[config.mk]
export PLATFORM = sky130hd
export DESIGN_NAME = song_recorder_flat
export DESIGN_NICKNAME = d
export VERILOG_FILES = /design/src/rtl/song_recorder_if.sv /design/src/rtl/song_recorder.sv /design/src/flat_wrapper.sv
export SDC_FILE = /design/constraint.sdc
export NUM_CORES = 1
export LEC_CHECK = 0
export BUFFER_PORTS_ARGS = -buffer_cell sky130_fd_sc_hd__buf_2
export CORE_MARGIN = 8
export CORE_UTILIZATION = 40
export CTS_CLUSTER_SIZE = 20
export DETAILED_ROUTE_END_ITERATION = 10
export HOLD_SLACK_MARGIN = 0.03
export PLACE_DENSITY = 0.71
export SLEW_MARGIN = 20
export SYNTH_ARGS = -nofsm -noshare
export SYNTH_HDL_FRONTEND = slang
export SYNTH_SLANG_ARGS = --single-unit
export TNS_END_PERCENT = 10
[constraint.sdc]
create_clock -name clk -period 3.7 [get_ports clk]
set_input_delay 0.37 -clock clk [delete_from_list [all_inputs] [get_ports clk]]
set_output_delay 0.37 -clock clk [all_outputs]
set_load 0.01 [all_outputs]
[src/rtl/song_recorder_if.sv]
// song_recorder_if: note-load snoop bus plus the song RAM write port.
// The master side is the recorder (samples the note bus, drives the RAM write
// port); the slave side is the surrounding player/RAM environment.
interface song_recorder_if #(
    parameter int ADDR_WIDTH = 10
);
    logic                  beat;
    logic [2:0]            notes_load;
    logic [17:0]           notes_to_load;
    logic [17:0]           durs_to_load;
    logic                  wr_en;
    logic [ADDR_WIDTH-1:0] wr_addr;
    logic [15:0]           wr_data;

    modport master (
        input  beat, notes_load, notes_to_load, durs_to_load,
        output wr_en, wr_addr, wr_data
    );

    modport slave (
        output beat, notes_load, notes_to_load, durs_to_load,
        input  wr_en, wr_addr, wr_data
    );
endinterface

[src/rtl/song_recorder.sv]
// song_recorder: snoops note-load traffic and writes it, beat-timed, into a
// song RAM as 16-bit note / wait / end-marker words, one word per cycle.
module song_recorder #(
    parameter int ADDR_WIDTH = 10
) (
    input  logic                clk,
    input  logic                reset,
    input  logic                record_enable,
    song_recorder_if.master     bus,
    output logic                recording,
    output logic                full,
    output logic                overrun,
    output logic [ADDR_WIDTH:0] word_count
);
    typedef enum logic [1:0] {S_IDLE, S_RECORD, S_FLUSH, S_DONE} state_t;

    localparam logic [ADDR_WIDTH-1:0] LAST_ADDR  = '1;
    localparam logic [14:0]           GAP_MAX    = 15'h7FFF;
    localparam logic [15:0]           END_MARKER = 16'h8000;

    state_t                state_q, state_d;
    logic [14:0]           gap_q, gap_d;
    logic [2:0]            pend_q, pend_d;
    logic [2:0][5:0]       note_q, note_d;
    logic [2:0][5:0]       dur_q, dur_d;
    logic                  full_q, full_d;
    logic                  overrun_q, overrun_d;
    logic [ADDR_WIDTH:0]   count_q, count_d;
    logic                  wr_en_q, wr_en_d;
    logic [ADDR_WIDTH-1:0] wr_addr_q, wr_addr_d;
    logic [15:0]           wr_data_q, wr_data_d;
    logic                  recording_q, recording_d;

    logic                  wait_new;
    logic [14:0]           wait_val;
    logic                  have_word;
    logic                  is_end;
    logic [15:0]           word;
    logic [1:0]            sel;
    logic [2:0]            take;

    // Next-state: gap tracking, load capture, word selection and FSM transitions.
    always_comb begin
        // NOTE: every variable gets a default first so no path leaves one unassigned (no latches).
        state_d   = state_q;
        gap_d     = gap_q;
        pend_d    = pend_q;
        note_d    = note_q;
        dur_d     = dur_q;
        full_d    = full_q;
        overrun_d = overrun_q;
        count_d   = count_q;
        wr_en_d   = 1'b0;
        wr_addr_d = wr_addr_q;
        wr_data_d = wr_data_q;
        wait_new  = 1'b0;
        wait_val  = gap_q;
        have_word = 1'b0;
        is_end    = 1'b0;
        word      = '0;
        sel       = 2'd0;
        take      = '0;

        unique case (state_q)
            S_IDLE: begin
                if (record_enable) state_d = S_RECORD;
            end
            S_RECORD: begin
                if (|bus.notes_load) begin
                    // A beat coinciding with the load belongs to the next gap.
                    wait_new = (gap_q != '0);
                    gap_d    = {14'd0, bus.beat};
                end else if (bus.beat) begin
                    if (gap_q == GAP_MAX - 15'd1) begin
                        wait_new = 1'b1;
                        wait_val = GAP_MAX;
                        gap_d    = '0;
                    end else begin
                        gap_d = gap_q + 15'd1;
                    end
                end
                for (int i = 0; i < 3; i++) begin
                    if (bus.notes_load[i]) begin
                        if (pend_q[i]) overrun_d = 1'b1;
                        pend_d[i] = 1'b1;
                        note_d[i] = bus.notes_to_load[6*i +: 6];
                        dur_d[i]  = bus.durs_to_load[6*i +: 6];
                    end
                end
                if (!record_enable) state_d = S_FLUSH;
            end
            S_FLUSH: begin
            end
            S_DONE: begin
                if (!record_enable) begin
                    state_d   = S_IDLE;
                    count_d   = '0;
                    gap_d     = '0;
                    pend_d    = '0;
                    full_d    = 1'b0;
                    overrun_d = 1'b0;
                end
            end
            default: state_d = S_IDLE;
        endcase

        // Emitter: this cycle's loads are merged in so a load can be written next cycle.
        if (state_q == S_RECORD || state_q == S_FLUSH) begin
            if (wait_new) begin
                have_word = 1'b1;
                word      = {1'b1, wait_val};
            end else if (|pend_d) begin
                have_word = 1'b1;
                if (pend_d[0])      sel = 2'd0;
                else if (pend_d[1]) sel = 2'd1;
                else                sel = 2'd2;
                take[sel] = 1'b1;
                word      = {1'b0, note_d[sel], dur_d[sel], sel, 1'b0};
            end else if (state_q == S_FLUSH) begin
                have_word = 1'b1;
                if (gap_q != '0) begin
                    word  = {1'b1, gap_q};
                    gap_d = '0;
                end else begin
                    word   = END_MARKER;
                    is_end = 1'b1;
                end
            end
        end

        if (have_word) begin
            // The last address is reserved for the end marker.
            if (!is_end && count_q[ADDR_WIDTH-1:0] == LAST_ADDR) begin
                word   = END_MARKER;
                is_end = 1'b1;
                full_d = 1'b1;
                pend_d = '0;
                gap_d  = '0;
            end else begin
                pend_d = pend_d & ~take;
            end
            wr_en_d   = 1'b1;
            wr_addr_d = count_q[ADDR_WIDTH-1:0];
            wr_data_d = word;
            count_d   = count_q + (ADDR_WIDTH+1)'(1);
            if (is_end) state_d = S_DONE;
        end

        recording_d = (state_d == S_RECORD) || (state_d == S_FLUSH);
    end

    // Control state and registered outputs, synchronous active-high reset.
    always_ff @(posedge clk) begin
        // NOTE: sequential state uses non-blocking assignments so all registers update together.
        if (reset) begin
            state_q     <= S_IDLE;
            gap_q       <= '0;
            pend_q      <= '0;
            full_q      <= 1'b0;
            overrun_q   <= 1'b0;
            count_q     <= '0;
            wr_en_q     <= 1'b0;
            wr_addr_q   <= '0;
            wr_data_q   <= '0;
            recording_q <= 1'b0;
        end else begin
            state_q     <= state_d;
            gap_q       <= gap_d;
            pend_q      <= pend_d;
            full_q      <= full_d;
            overrun_q   <= overrun_d;
            count_q     <= count_d;
            wr_en_q     <= wr_en_d;
            wr_addr_q   <= wr_addr_d;
            wr_data_q   <= wr_data_d;
            recording_q <= recording_d;
        end
    end

    // Voice payload registers.
    always_ff @(posedge clk) begin
        // NOTE: payload is deliberately not reset; it is only read while its pend_q bit is set.
        note_q <= note_d;
        dur_q  <= dur_d;
    end

    assign bus.wr_en   = wr_en_q;
    assign bus.wr_addr = wr_addr_q;
    assign bus.wr_data = wr_data_q;
    assign recording   = recording_q;
    assign full        = full_q;
    assign overrun     = overrun_q;
    assign word_count  = count_q;
endmodule

[src/flat_wrapper.sv]
// flat-port wrapper written by rule: the top's interface ports become plain ports
module song_recorder_flat 
#(
    parameter int ADDR_WIDTH = 10
)
  (clk, reset, record_enable, recording, full, overrun, word_count, bus_beat, bus_notes_load, bus_notes_to_load, bus_durs_to_load, bus_wr_en, bus_wr_addr, bus_wr_data);
  song_recorder_if #(.ADDR_WIDTH(ADDR_WIDTH)) bus_i ();
  input  logic clk;
  input  logic reset;
  input  logic record_enable;
  output logic recording;
  output logic full;
  output logic overrun;
  output logic [ADDR_WIDTH:0] word_count;
  input wire logic [$bits(bus_i.beat)-1:0] bus_beat;
  input wire logic [$bits(bus_i.notes_load)-1:0] bus_notes_load;
  input wire logic [$bits(bus_i.notes_to_load)-1:0] bus_notes_to_load;
  input wire logic [$bits(bus_i.durs_to_load)-1:0] bus_durs_to_load;
  output wire logic [$bits(bus_i.wr_en)-1:0] bus_wr_en;
  output wire logic [$bits(bus_i.wr_addr)-1:0] bus_wr_addr;
  output wire logic [$bits(bus_i.wr_data)-1:0] bus_wr_data;
  assign bus_i.beat = bus_beat;
  assign bus_i.notes_load = bus_notes_load;
  assign bus_i.notes_to_load = bus_notes_to_load;
  assign bus_i.durs_to_load = bus_durs_to_load;
  assign bus_wr_en = bus_i.wr_en;
  assign bus_wr_addr = bus_i.wr_addr;
  assign bus_wr_data = bus_i.wr_data;
  song_recorder #(.ADDR_WIDTH(ADDR_WIDTH)) u_core (.clk(clk), .reset(reset), .record_enable(record_enable), .bus(bus_i), .recording(recording), .full(full), .overrun(overrun), .word_count(word_count));
endmodule
==> Word-level counts from Yosys, hierarchy flattened <==
Index checks and enable logic that the tools add are counted.
{ "op_classes": {"add_sub_neg": 2, "n_lt_le_gt_ge": 2, "n_eq_ne": 9, "mux": 88, "n_bitwise": 2, "n_reduce_logical": 13} }
{ "ops": {"columns": ["operator", "count"], "rows": [
  ["15-bit two-way mux", 16],
  ["16-bit two-way mux", 5],
  ["6-bit two-way mux", 8],
  ["18-bit two-way mux", 2],
  ["11-bit two-way mux", 3],
  ["1-bit two-way mux", 31],
  ["15-bit one-hot mux with 2 select lines", 1],
  ["6-bit binary-select mux with 2-bit select", 2],
  ["2-bit two-way mux", 10],
  ["3-bit two-way mux", 6],
  ["15-bit by 1-bit adder with 15-bit output (second input constant)", 1],
  ["15-bit == test (second input constant)", 1],
  ["15-bit nonzero test", 1],
  ["11-bit by 1-bit adder with 11-bit output (second input constant)", 1],
  ["10-bit == test (second input constant)", 1],
  ["2-bit == test (second input constant)", 3],
  ["2-bit one-hot mux with 3 select lines", 1],
  ["3-bit one-hot mux with 2 select lines", 1],
  ["3-bit OR reduction", 2],
  ["2-bit by 1-bit == test with 1-bit output (second input constant)", 2],
  ["2-bit AND reduction", 2],
  ["2-bit nonzero test", 2],
  ["3-bit bitwise AND", 1],
  ["2-bit by 3-bit < comparator with 1-bit output (second input constant)", 1],
  ["10 further kinds", 12]
]} }
{ "word_totals": {"regBits": 97, "out_inout_bits": 41, "word_cells": 132} }

==> Logic depth before layout (Yosys ltp) <==
{ "logic_depth": {"word_depth": 18, "ltp_mapped": 11} }

==> Worst setup path after synthesis <==
Ideal clock, no wire load.
{ "synth_path": {"path_kind": "reg2reg", "start": "register u_core.state_q[1]", "end": "register u_core.count_q[0], in the netlist u_core.word_count[0]", "setup_time_ps": 61, "t_arrival_ps": 2399, "required_time_ps": 3639, "path_slack_ps": 1241, "stages_incl_launch_ff": 10, "n_path_buf": 1, "period_less_slack_ps": 2459, "path_cell_list": "dfxtp_1 -> inv_1 -> ha_1 -> clkbuf_1 -> nor4_1 -> a211oi_1 -> nor2_1 -> a21oi_4 -> nor3_1 -> mux2_2"} }
{ "synth_via": {"elab_chain_len": 8, "elab_cells_between_ends": 15, "cone_classes": "eq/ne (4); mux (7); reduce/logical (4)"} }
{ "synth_lines": {"columns": ["item", "line_no", "text"], "rows": [
  ["start, declared", "song_recorder.sv:21", "state_t state_q, state_d;"],
  ["start signal, assigned", "song_recorder.sv:167", "state_q <= state_d;"],
  ["2-bit == test / 2-bit by 1-bit == test with 1-bit output (equally long branches)", "song_recorder.sv:64, song_recorder.sv:108", null],
  ["3-bit one-hot mux with 2 select lines", "song_recorder.sv:64", "unique case (state_q)"],
  ["3-bit OR reduction", "song_recorder.sv:112", "end else if (|pend_d) begin"],
  ["1-bit two-way mux", "song_recorder.sv:112", null],
  ["1-bit two-way mux", "song_recorder.sv:109", "if (wait_new) begin"],
  ["1-bit two-way mux", "song_recorder.sv:108", "if (state_q == S_RECORD || state_q == S_FLUSH) begin"],
  ["2-bit by 1-bit inequality test with 1-bit output (no line) / 2-bit nonzero test (equally long branches)", null, null],
  ["2-bit AND reduction (no line)", null, null],
  ["end signal, assigned", "song_recorder.sv:172", "count_q <= count_d;"],
  ["end, declared", "song_recorder.sv:28", "logic [ADDR_WIDTH:0] count_q, count_d;"]
]} }
Parallel ways exist; a longest one is shown, timed or not.
A chain may end at the register's enable or synchronous reset.

==> Worst setup path after layout <==
{ "layout_path": {"start": "register u_core.state_q[1]", "end": "register u_core.count_q[7], in the netlist u_core.word_count[7]"} }
The elaborated chain is that of the path after synthesis.

==> results.md <==
- Critical hold path startpoint: bus_durs_to_load[5]
- Post-synthesis cell type with the largest combined area: dfxtp_1
- Slowest-stage cell, CP: a21o_1
- Slew Viols, Final: 0
- Leakage dissipation: 2.31 nW
- Remaining max-slew budget at the tightest pin: around 28%
- Overflow left after global routing: 0
- Total global-route track usage: between 15 and 20%
- Area share of and/or/nand/nor cells after synthesis: a little over a fifth
- Post-synthesis adder-cell area fraction: 2.13%
- Average wire length per cell after detail routing: about 17 µm
- Largest voltage drop on the vdd net: 0.450 mV
- Post-Route Setup TNS: 0 ns
- Synth unique cells: 66
- Placed wire-length estimate: between 9000 and 10000 µm
- Die height: ~120 µm
- Share of layout cells above drive strength 1: roughly 23%
- Overall via count from detail_route: about 4300
- Residual antenna-violating net count after detailed routing: 0
- Clock tree from TritonCTS: built
- Cell area after synthesis: 4710 µm²
- Start of the worst register-to-register path: u_core.state_q[1]$_SDFF_PP0_
- Compound-cell area share of the yosys netlist: about 22%
- Internal power component: approximately 2.4 mW
- Number of buffers added on ports: slightly above 80
- Number of instances in the synthesized netlist: roughly 550
- Main combinational cell family by area after synthesis: simple AND/OR/NAND/NOR gates
- Class of the worst hold path: input port to register
- Worst hold path endpoint: u_core.dur_q[5]$_DFF_P_
- Average instance area after synthesis: 8.63 µm²
- Share of power burned in registers: approximately 36%
- R2r setup slk: around 0.36 ns
- Top Ports: between 80 and 90
- CP Max Fanout: 31
- H-tree lvl count: 3
- Tmin final: 3.34 ns
- Power density cells: 733 nW/µm²
- Depth of the worst register-to-register path: 8
- Proportion of power drawn by the clock network: 22.9%
- Synth Flop Type: dfxtp_1
- Crit start category: register
- Syn. warnings: 0
- Part of the total power dissipated in combinational logic: roughly 41%
- Fin crit share: 90.4%
- Number of hold buffers added after cts: 0
- Diode count: 0
- Iteration count of the initial detailed-routing pass: 5
- Portion of the post-synthesis area used by sequential elements: between 40% and 50%
- DRC violation count after routing: 0
- Switching portion of total power: 39.6%
- Number of failing hold endpoints at the final stage: 0
- Maximum number of pins on one net before global-route repair: 32
- Number of clock sinks: 97
- Cell types with the largest area share after synthesis: dfxtp_1 (41%), nand2_1 (8.0%), mux2_2 (6.0%)
- Nets in the synthesized netlist: approximately 600
- Share of the synthesized area in the top cell type: 41.2%
- PnR worst setup slack: 0.356 ns
- Final Setup Violations: 0
- Placed cell count: around 750
- Endpoint kind of the worst setup timing path: register
- Floorplan core area: roughly 11000 µm²
- CTS resizes: 0
- First-pass GRT wire length: ~22000 µm
- Delay-heaviest family, CP: compound AO/OA/AOI/OAI gates
- Hold Crit Depth: 3
- Reg-to-reg endpoint: u_core.word_count[7]$_SDFFE_PP0P_
- Gpl congestion: approximately 0.9
- Clock slew seen by the registers of the worst setup and hold paths: about 0.080 ns
- Number of nets in the layout: approximately 670
- Transition time at the pin with the least slew margin: about 1.1 ns
- Drt via density: roughly 5.7
- Die ar.: ~16000 µm²
- Outcome: finished clean
- Flops & latches, synth: 97
- Required time at the worst-slack endpoint: ~4 ns
- Arrival time at the worst endpoint: 3.63 ns
- Sw Pwr: around 1.6 mW
- Worst path buffer plus inverter count: 1
- Fin area: 5490 µm²
- Layout overhead on the synthesized area: 16.5%
- Clk Tree Root Cell: clkbuf_16
- Total routed wirelength: ~13000 µm
- Critical path startpoint: u_core.state_q[1]$_SDFF_PP0_
- Initial DRC Count: 393
- Max Fclk: roughly 300 MHz
- Post-synth EDFFs: 0
- Share of cell area taken by muxes after synthesis: a little over 8%
- Worst Path Class, Setup: register to register
- Area post-placement: 5190 µm²
- Setup skew after layout: roughly 0.0088 ns
- Vias in the first global route: between 4000 and 5000
- MaxCap Viol Count: 0
- DP Worst Slack: about 0.4 ns
- Proportion of register bits with asynchronous set or reset after synthesis: 0%
- XOR/XNOR Fraction of Synth Area: less than 1%
- Post-route non-filler standard cell count: roughly 760
- Starting utilization of the core area: between 40% and 50%
- Number of antenna violations at the first check in global routing: 0
- Cell Chain, Critical Path: inv_1, ha_1, nor4_1, a211oi_1, nor2_1, a21o_1, nand3_1, a31oi_1
- Maximum single-stage delay on the critical path: approximately 0.92 ns
- Number of placement rows: 39
- Maximum clock insertion buffer count: 2
- Clock latency on the worst-skew pair: between 0.3 and 0.4 ns
- Clock buffer count from CTS: 9
- Setup repair after global routing missed its margin: no
- Post-CTS setup-driven buffer insertion count: 0
- X dimension of the die: roughly 120 µm
cell type report:
class	count	area (µm²)
multi-input combinational	405	2570
fill	1106	5980
sequential	97	1940
clock inverter	7	67.6
inverter	12	45.0
tap	143	179
clock buffer	9	225
timing repair buffer	89	460
per-layer routing:
layer / global-route usage, % / up-vias / routed length (µm)
met2: 26.9 / 103 / 6210
met4: 6.24 / 0 / 216
met5: 0 / - / 0
li1: - / 2126 / -
met3: 3.57 / 19 / 553
met1: 20.8 / 2068 / 6000
flip-flops by register name, indices dropped and copies added (netlist names):
| signal | cells |
|---|---|
| u_core.word_count | 11 |
| u_core.full | 1 |
| u_core.bus.wr_en | 1 |
| u_core.state_q | 2 |
| u_core.note_q | 18 |
| u_core.bus.wr_data | 16 |
| u_core.bus.wr_addr | 10 |
| u_core.pend_q | 3 |
| u_core.recording | 1 |
| u_core.gap_q | 15 |
| u_core.dur_q | 18 |
| u_core.overrun | 1 |
cell families (layout without fill, tap and decap cells):
group | count (synthesis) | after routing
xor+xnor | 3 | 3
fa+ha+maj | 8 | 8
buf+inv | 44 | 117
compound gates | 143 | 143
flops | 97 | 97
mux | 36 | 36
simple gates | 215 | 215
per-stage QoR:
step	power (mW)	hold WS (ns)	util [%]
finish	4.02	0.220	47.8
global placement	3.04	0.424	45.3
global route	4.28	0.231	47.8
floorplan	2.69	0.413	-
CTS	4.03	0.210	47.8
detailed placement	3.10	0.437	45.3
worst reg2reg max path, delay by kind of cell (launching register included):
| kind | cells | cell delay [ns] |
|---|---|---|
| adder cells (fa/ha/maj) | 1 | 0.39 |
| AO/OA/AOI/OAI | 3 | 1.28 |
| AND/OR/NAND/NOR | 3 | 1.13 |
| flip-flops | 1 | 0.39 |
| buffers and inverters | 1 | 0.08 |
cells in the final DEF, fill, tap and decap left out, types with 9 or more instances in the layout:
master / count
nand2_1: 101
dfxtp_1: 97
buf_2: 83
o21ai_0: 33
nor2_1: 31
a21oi_1: 29
mux2_2: 25
nand3_1: 14
inv_1: 12
mux2i_1: 11
nor3b_1: 11
a32o_1: 11
and3_1: 10
o211ai_1: 10
nor3_1: 9
a31oi_1: 9
clkbuf_16: 9
Yosys cell counts, types with 6 or more instances:
cell type and number:
nor4_1 8, nor3_1 9, nand2_1 101, a211o_1 6, a31oi_1 9, nor2_1 31, clkbuf_1 21, inv_1 12
and3_1 10, nor3b_1 11, ha_1 8, mux2_2 25, mux2i_1 11, dfxtp_1 97, a21oi_1 29, nand3_1 14
o211ai_1 10, a32o_1 11, o21ai_0 33
worst max-delay path by stage:
stage	endpoint	cells after the start
final	u_core.word_count[7]$_SDFFE_PP0P_	8
after global routing	u_core.word_count[7]$_SDFFE_PP0P_	8
after CTS	u_core.word_count[7]$_SDFFE_PP0P_	8
after detailed placement	u_core.word_count[7]$_SDFFE_PP0P_	8
after global placement	u_core.word_count[7]$_SDFFE_PP0P_	8
after floorplan	u_core.word_count[0]$_SDFFE_PP0P_	9
power by group through the flow:
stage          Sequential, mW  Combinational, mW  Clock (mW)
2_1_floorplan            1.44               1.26           0
3_3_place_gp             1.44               1.60           0
3_5_place_dp             1.46               1.64           0
4_1_cts                  1.43               1.66       0.941
5_1_grt                  1.46               1.84       0.980
6_report                 1.43               1.67       0.921
Power figures use the tool's default switching activity.
